<file path="config.mk">
export PLATFORM = sky130hd
export DESIGN_NAME = branch_predictor_flat
export DESIGN_NICKNAME = d
export VERILOG_FILES = /design/src/rtl/branch_predictor_pkg.sv /design/src/rtl/branch_predictor_if.sv /design/src/rtl/branch_predictor_sat_ctr.sv /design/src/rtl/branch_predictor.sv /design/src/flat_wrapper.sv
export SDC_FILE = /design/constraint.sdc
export NUM_CORES = 2
export LEC_CHECK = 0
export BUFFER_PORTS_ARGS = -buffer_cell sky130_fd_sc_hd__buf_2
export CAP_MARGIN = 0
export CELL_PAD_IN_SITES_DETAIL_PLACEMENT = 2
export CELL_PAD_IN_SITES_GLOBAL_PLACEMENT = 2
export CORE_MARGIN = 5
export CORE_UTILIZATION = 45
export CTS_CLUSTER_DIAMETER = 200
export DETAILED_ROUTE_END_ITERATION = 6
export PLACE_DENSITY_LB_ADDON = 0.1
export SLEW_MARGIN = 20
export SYNTH_ARGS = -nofsm -noshare
export SYNTH_HDL_FRONTEND = slang
export SYNTH_HIERARCHICAL = 1
export SYNTH_SLANG_ARGS = --single-unit
</file>
<file path="constraint.sdc">
create_clock -name clk -period 4.2 [get_ports clk]
set_input_delay 0 -clock clk [delete_from_list [all_inputs] [get_ports clk]]
set_output_delay 0 -clock clk [all_outputs]
set_load 0.005 [all_outputs]
</file>
<file path="src/rtl/branch_predictor_pkg.sv">
// Shared definitions for the fetch-side branch predictor: PC_SEL encodings,
// branch opcode, counter states and the table entry layout.
package branch_predictor_pkg;

    // Resolved next-PC selection coming back from EX
    localparam logic [2:0] PCSEL_SEQ  = 3'b000;
    localparam logic [2:0] PCSEL_JALR = 3'b001;
    localparam logic [2:0] PCSEL_BR   = 3'b010;
    localparam logic [2:0] PCSEL_JAL  = 3'b011;

    // Conditional branch major opcode
    localparam logic [6:0] OP_BRANCH = 7'b1100011;

    // 2-bit saturating counter states; MSB is the taken prediction
    localparam logic [1:0] CTR_SNT = 2'b00;
    localparam logic [1:0] CTR_WNT = 2'b01;
    localparam logic [1:0] CTR_WT  = 2'b10;
    localparam logic [1:0] CTR_ST  = 2'b11;

    // One table entry; tag is held zero-extended so the layout is width-independent
    typedef struct packed {
        logic        valid;
        logic [31:0] tag;
        logic [31:0] target;
        logic [1:0]  ctr;
    } bp_entry_t;

    // Any non-sequential PC_SEL means control left the fall-through path
    function automatic logic pc_sel_taken(input logic [2:0] sel);
        return sel != PCSEL_SEQ;
    endfunction

    function automatic logic is_branch_op(input logic [6:0] opcode);
        return opcode == OP_BRANCH;
    endfunction

endpackage

</file>
<file path="src/rtl/branch_predictor_if.sv">
// Fetch lookup and EX resolution signals between the pipeline (master)
// and the branch predictor (slave).
interface branch_predictor_if;
    logic [31:0] if_pc;
    logic        pred_taken;
    logic [31:0] pred_target;
    logic        ex_valid;
    logic [31:0] ex_pc;
    logic        ex_is_branch;
    logic [2:0]  ex_pc_sel;
    logic [31:0] ex_target;
    logic        ex_pred_taken;
    logic [31:0] ex_pred_target;
    logic        mispredict;
    logic [31:0] redirect_pc;

    modport master (
        output if_pc, ex_valid, ex_pc, ex_is_branch, ex_pc_sel, ex_target,
               ex_pred_taken, ex_pred_target,
        input  pred_taken, pred_target, mispredict, redirect_pc
    );

    modport slave (
        input  if_pc, ex_valid, ex_pc, ex_is_branch, ex_pc_sel, ex_target,
               ex_pred_taken, ex_pred_target,
        output pred_taken, pred_target, mispredict, redirect_pc
    );
endinterface

</file>
<file path="src/rtl/branch_predictor_sat_ctr.sv">
// 2-bit saturating counter next-state function: inc/dec move one step,
// the end states 00 and 11 hold.
module branch_predictor_sat_ctr
    import branch_predictor_pkg::*;
(
    input  logic [1:0] ctr,
    input  logic       inc,
    input  logic       dec,
    output logic [1:0] ctr_next
);

    // Step the counter, clamping at both ends
    always_comb begin
        ctr_next = ctr;
        if (inc && !dec && ctr != CTR_ST) begin
            ctr_next = ctr + 2'd1;
        end else if (dec && !inc && ctr != CTR_SNT) begin
            ctr_next = ctr - 2'd1;
        end
    end

endmodule

</file>
<file path="src/rtl/branch_predictor.sv">
// Direct-mapped BTB with 2-bit counters. Lookup with the IF PC is purely
// combinational from the current table; the EX outcome trains the table on
// the rising edge and is compared with the prediction carried down the pipe.
// Optional macro BP_STATS_EN adds saturating branch/mispredict counters.
module branch_predictor
    import branch_predictor_pkg::*;
#(
    parameter int ENTRIES = 64,
    parameter int TAG_W   = 8
) (
    input  logic clk,
    input  logic rst_n,
    branch_predictor_if.slave bp
`ifdef BP_STATS_EN
    ,
    output logic [31:0] stat_branches,
    output logic [31:0] stat_mispred
`endif
);

    localparam int IDX_W = $clog2(ENTRIES);
    localparam int TAG_LO = IDX_W + 2;

    // Table: only valid bits are reset, payload arrays are written before use
    logic [ENTRIES-1:0] valid_q;
    logic [TAG_W-1:0]   tag_q    [ENTRIES];
    logic [31:0]        target_q [ENTRIES];
    logic [1:0]         ctr_q    [ENTRIES];

    logic [IDX_W-1:0] if_idx, ex_idx;
    logic [TAG_W-1:0] if_tag, ex_tag;
    bp_entry_t        if_ent;
    logic             if_hit, ex_hit, actual_taken;
    logic [1:0]       ex_ctr_next;
    logic             unused_pc;

    assign if_idx = bp.if_pc[IDX_W+1:2];
    assign ex_idx = bp.ex_pc[IDX_W+1:2];
    assign if_tag = bp.if_pc[TAG_LO+TAG_W-1:TAG_LO];
    assign ex_tag = bp.ex_pc[TAG_LO+TAG_W-1:TAG_LO];
    assign unused_pc = ^{bp.if_pc, bp.ex_pc};

    // Fetch-side read of the indexed entry (pre-update state, no bypass)
    always_comb begin
        if_ent.valid  = valid_q[if_idx];
        if_ent.tag    = {{(32-TAG_W){1'b0}}, tag_q[if_idx]};
        if_ent.target = target_q[if_idx];
        if_ent.ctr    = ctr_q[if_idx];
    end

    assign if_hit         = if_ent.valid && (if_ent.tag == {{(32-TAG_W){1'b0}}, if_tag});
    assign bp.pred_taken  = if_hit && if_ent.ctr[1];
    assign bp.pred_target = bp.pred_taken ? if_ent.target : bp.if_pc + 32'd4;

    // EX-side resolution and compare against the piped prediction
    assign ex_hit         = valid_q[ex_idx] && (tag_q[ex_idx] == ex_tag);
    assign actual_taken   = pc_sel_taken(bp.ex_pc_sel);
    assign bp.mispredict  = bp.ex_valid &&
                            ((actual_taken != bp.ex_pred_taken) ||
                             (actual_taken && (bp.ex_target != bp.ex_pred_target)));
    assign bp.redirect_pc = actual_taken ? bp.ex_target : bp.ex_pc + 32'd4;

    branch_predictor_sat_ctr u_sat_ctr (
        .ctr      (ctr_q[ex_idx]),
        .inc      (actual_taken),
        .dec      (!actual_taken),
        .ctr_next (ex_ctr_next)
    );

    logic       set_valid, clr_valid, wr_tag, wr_target, wr_ctr;
    logic [1:0] ctr_wdata;

    // Decide which fields of the EX entry get written this cycle
    always_comb begin
        set_valid = 1'b0;
        clr_valid = 1'b0;
        wr_tag    = 1'b0;
        wr_target = 1'b0;
        wr_ctr    = 1'b0;
        ctr_wdata = ex_ctr_next;
        if (bp.ex_valid) begin
            if (bp.ex_is_branch) begin
                if (ex_hit) begin
                    wr_ctr    = 1'b1;
                    wr_target = actual_taken;
                end else if (actual_taken) begin
                    set_valid = 1'b1;
                    wr_tag    = 1'b1;
                    wr_target = 1'b1;
                    wr_ctr    = 1'b1;
                    ctr_wdata = CTR_WT;
                end
            end else if (bp.ex_pc_sel == PCSEL_JAL) begin
                set_valid = 1'b1;
                wr_tag    = 1'b1;
                wr_target = 1'b1;
                wr_ctr    = 1'b1;
                ctr_wdata = CTR_ST;
            end else if (bp.ex_pc_sel == PCSEL_JALR && ex_hit) begin
                clr_valid = 1'b1;
            end
        end
    end

    // Valid bits: cleared by reset, set on allocation, cleared by JALR hits
    always_ff @(posedge clk or negedge rst_n) begin
        if (!rst_n) begin
            valid_q <= '0;
        end else if (set_valid) begin
            valid_q[ex_idx] <= 1'b1;
        end else if (clr_valid) begin
            valid_q[ex_idx] <= 1'b0;
        end
    end

    // Entry payload, unreset
    always_ff @(posedge clk) begin
        if (wr_tag)    tag_q[ex_idx]    <= ex_tag;
        if (wr_target) target_q[ex_idx] <= bp.ex_target;
        if (wr_ctr)    ctr_q[ex_idx]    <= ctr_wdata;
    end

`ifdef BP_STATS_EN
    logic counted;
    assign counted = bp.ex_valid &&
                     (bp.ex_is_branch || bp.ex_pc_sel == PCSEL_JALR || bp.ex_pc_sel == PCSEL_JAL);

    // Saturating statistics counters
    always_ff @(posedge clk or negedge rst_n) begin
        if (!rst_n) begin
            stat_branches <= '0;
            stat_mispred  <= '0;
        end else begin
            if (counted && stat_branches != 32'hFFFF_FFFF) stat_branches <= stat_branches + 32'd1;
            if (bp.mispredict && stat_mispred != 32'hFFFF_FFFF) stat_mispred <= stat_mispred + 32'd1;
        end
    end
`endif

endmodule

</file>
<file path="src/flat_wrapper.sv">
// flat-port wrapper written by rule: the top's interface ports become plain ports
module branch_predictor_flat import branch_predictor_pkg::*;
#(
    parameter int ENTRIES = 64,
    parameter int TAG_W   = 8
)
  (clk, rst_n, bp_if_pc, bp_ex_valid, bp_ex_pc, bp_ex_is_branch, bp_ex_pc_sel, bp_ex_target, bp_ex_pred_taken, bp_ex_pred_target, bp_pred_taken, bp_pred_target, bp_mispredict, bp_redirect_pc);
  branch_predictor_if bp_i ();
  input  logic clk;
  input  logic rst_n;
  input wire logic [$bits(bp_i.if_pc)-1:0] bp_if_pc;
  input wire logic [$bits(bp_i.ex_valid)-1:0] bp_ex_valid;
  input wire logic [$bits(bp_i.ex_pc)-1:0] bp_ex_pc;
  input wire logic [$bits(bp_i.ex_is_branch)-1:0] bp_ex_is_branch;
  input wire logic [$bits(bp_i.ex_pc_sel)-1:0] bp_ex_pc_sel;
  input wire logic [$bits(bp_i.ex_target)-1:0] bp_ex_target;
  input wire logic [$bits(bp_i.ex_pred_taken)-1:0] bp_ex_pred_taken;
  input wire logic [$bits(bp_i.ex_pred_target)-1:0] bp_ex_pred_target;
  output wire logic [$bits(bp_i.pred_taken)-1:0] bp_pred_taken;
  output wire logic [$bits(bp_i.pred_target)-1:0] bp_pred_target;
  output wire logic [$bits(bp_i.mispredict)-1:0] bp_mispredict;
  output wire logic [$bits(bp_i.redirect_pc)-1:0] bp_redirect_pc;
  assign bp_i.if_pc = bp_if_pc;
  assign bp_i.ex_valid = bp_ex_valid;
  assign bp_i.ex_pc = bp_ex_pc;
  assign bp_i.ex_is_branch = bp_ex_is_branch;
  assign bp_i.ex_pc_sel = bp_ex_pc_sel;
  assign bp_i.ex_target = bp_ex_target;
  assign bp_i.ex_pred_taken = bp_ex_pred_taken;
  assign bp_i.ex_pred_target = bp_ex_pred_target;
  assign bp_pred_taken = bp_i.pred_taken;
  assign bp_pred_target = bp_i.pred_target;
  assign bp_mispredict = bp_i.mispredict;
  assign bp_redirect_pc = bp_i.redirect_pc;
  branch_predictor #(.ENTRIES(ENTRIES), .TAG_W(TAG_W)) u_core (.clk(clk), .rst_n(rst_n), .bp(bp_i));
endmodule
</file>
==> flow_summary.toml <==
[worst_setup_path]
critPathTopFamily = "multiplexers"
slowest_delay_ps = 630
cp_cell_sequence = "mux4_2 > mux4_2 > mux2i_1 > o211ai_1 > xnor2_1 > nand2b_1 > nor4b_4 > buf_12 > mux2_4 > buf_6"
critPathKind = "flip-flop to output port"
crit_path_frequent_cell = "mux4_2"
arrival_ps = 4690
path_buf_inv = 2
r2r_slack_ps = 80
crit_slowest_cell = "mux4_2"
startpoint_type = "flip-flop"
end_kind = "output port"
crit_fanout = 4
required_ps = 4200

[global_route]
grt_max_degree = 117
grt_pass1_vias = 70911
overflow = 0
grt_pass1_wl_um = 630000
antenna_found_initial = 22
grtUsageTotal_pct = 34.8

[clock_network]
numClockSinks = 2752
path_clk_slew_ps = 60
root_buffer = "clkbuf_16"
cts_tree = "done"
clkLatencyLatePin_ps = 970
cts_buffer_depth = 4
htreeDepth = 5
cts_buffers = 312

[sta]
finalCritPeriodShare_pct = 112
fin_ws_ps = -493
tightest_slew_ps = 1110
timing.final.crit_period_ps = 4690
setup_viol_count_final = 33
hold_viol = 0
whs_ps = 78.6
fin_skew_ps = 96.1
slew_headroom_pct = 26.0
drv_slew = 0
fmax_mhz = 213
rsz0062_at_grt = "true"

[power_and_ir_drop]
p_leak_nw = 42.9
cellPowerDensity_nw_per_um2 = 468
ir_drop_mv = 0.379
total_power_mw = 62.7

[yosys]
synth.net_count = 5654
synth_common_cells = "edfxtp_1 (2688), mux4_2 (868), nor2_1 (220), nand2_1 (188), clkbuf_1 (150)"
syn-cell-area_um2 = 113000
synth.distinct_cells = 74
synth_seq_cells = 2752
synth_top_area_cell = "edfxtp_1"
synth_seq_area_share_pct = 72.5
synth_edf_count = 2688
syn_avg_cell_area_um2 = 20.6
syn_inst = 5514
synth_area_leaders = "edfxtp_1 (71%), mux4_2 (17%), dfrtp_1 (1.4%)"
synthFlopType = "edfxtp_1"
yosysMostFrequentCell = "edfxtp_1"
synth.top_cell.area_share_pct = 71.1
yosys_warnings = 6
synth-async-reset-ratio_pct = 2.33

[status]
violations = "negative setup slack"
outcome = "finished with violations"

[final_layout]
final_nets = 6369
multi_input_area_um2 = 30000
instances_no_fill = 9811
fillers = 21268
regArea_um2 = 82300
area_growth_pct = 18.0
drive_above_1_share_pct = 34.3
fin_area_um2 = 134000

[placement]
dp_slack_ps = -245
dp_hpwl_um = 277000
dpl_cell_area_um2 = 123000
place_congestion = 0.929
numPortBuffers = 201
dp.cells = 9206

[worst_hold_path]
hold_class = "primary input to flip-flop"

[die]
rows = 184
coreArea_um2 = 251000
die-height_um = 512
io_pins = 202
initial_core_util_pct = 45.2
dieArea_um2 = 262000
die_w_um = 512

[drt]
totalWireLength_um = 462000
viasPerCell = 6.89
via_count = 67627
drt_iter0_markers = 10042
ant_nets = 0
dr.pass1.iters = 6
drcViolationCount = 0
wl_per_cell_um = 47.1

[job]
maxCapViolCount = 0
## per-stage QoR
| stage | utilization (%) | TNS (ps) |
|---|---|---|
| after CTS | 53.2 | -13440 |
| after global routing | 53.3 | -16310 |
| after global placement | 49.0 | -37600 |
| final | 53.3 | -13250 |
| after detailed placement | 49.0 | -39830 |
| after floorplan | - | 0 |
## worst paths after layout
| path | depth (start not counted) | end | startpoint |
|---|---|---|---|
| max in group asynchronous | 4 | async pin | rst_n |
| max reg2reg | 14 | flip-flop | u_core/tag_q[39][7] |
| min in group asynchronous | 4 | async pin | rst_n |
| min | 2 | u_core/tag_q[19][0] | bp_ex_pc[8] |
| min reg2reg | 2 | flip-flop | flip-flop |
| max | 10 | bp_pred_target[0] | u_core/tag_q[18][2] |
## metal layers
| metal | global-route usage [%] | part of all wire [%] |
|---|---|---|
| met1 | 44.7 | 37 |
| met5 | 0 | 0.0065 |
| met4 | 18.6 | 6.3 |
| met2 | 57.2 | 49 |
| met3 | 5.94 | 7.7 |
## registers in the layout (all words and copies together), names as in the netlist, named ones only
register,flops
u_core/tag_q,512
u_core/target_q,2048
u_core/ctr_q,128
## cell usage in the layout, fill, tap and decap left out, types with 105 or more instances in the layout
cell type / n
nor2_1: 155
buf_2: 169
a21oi_1: 114
nand2_1: 187
buf_12: 145
clkbuf_16: 318
edfxtp_1: 2688
mux4_2: 868
buf_4: 378
mux2i_1: 105
## power by group
| part | internal (mW) | switching (mW) |
|---|---|---|
| Combinational | 1.77 | 2.97 |
| Sequential | 30.4 | 0.188 |
| Clock | 15.6 | 11.8 |
| Total | 47.7 | 14.9 |
## cell type report
type | instances | share of cell area (%)
tap | 3348 | 3.13
timing repair buffer | 775 | 5.63
multi-input combinational | 2374 | 22.4
inverter | 14 | 0.0449
clock inverter | 156 | 1.09
clock buffer | 372 | 6.14
antenna | 20 | 0.0374
sequential | 2752 | 61.5
## what timing repair did
| item | in CTS | in global routing |
|---|---|---|
| endpoints found under the setup margin | 33 | 37 |
| gates cloned | 2 | 1 |
| hold buffers | 51 | 0 |
| pin swaps | 7 | 5 |
| setup buffers | 2 | 4 |
| hold endpoints to repair | 2410 | 0 |
| gates resized for setup | 22 | 48 |
## logic make-up after synthesis
logic type,synth area share [%]
XOR/XNOR,0.795
AND/OR/NAND/NOR,2.71
flip-flops,72.5
multiplexers,19.0
adder cells (fa/ha/maj),0.0441
AO/OA/AOI/OAI,3.22
buffers and inverters,1.66
## worst reg2reg max path: stages (launching register included)
cell      delay, ps
edfxtp_1        420
mux4_2          510
nor3_1          680
a31oi_1         230
or4b_2          330
nand4_1         110
xor2_1          170
a211oi_2        160
buf_4           160
nand4b_1        160
buf_4           210
nor4b_4         300
buf_12          190
buf_12          170
a31oi_1         160
Power figures use the tool's default switching activity.
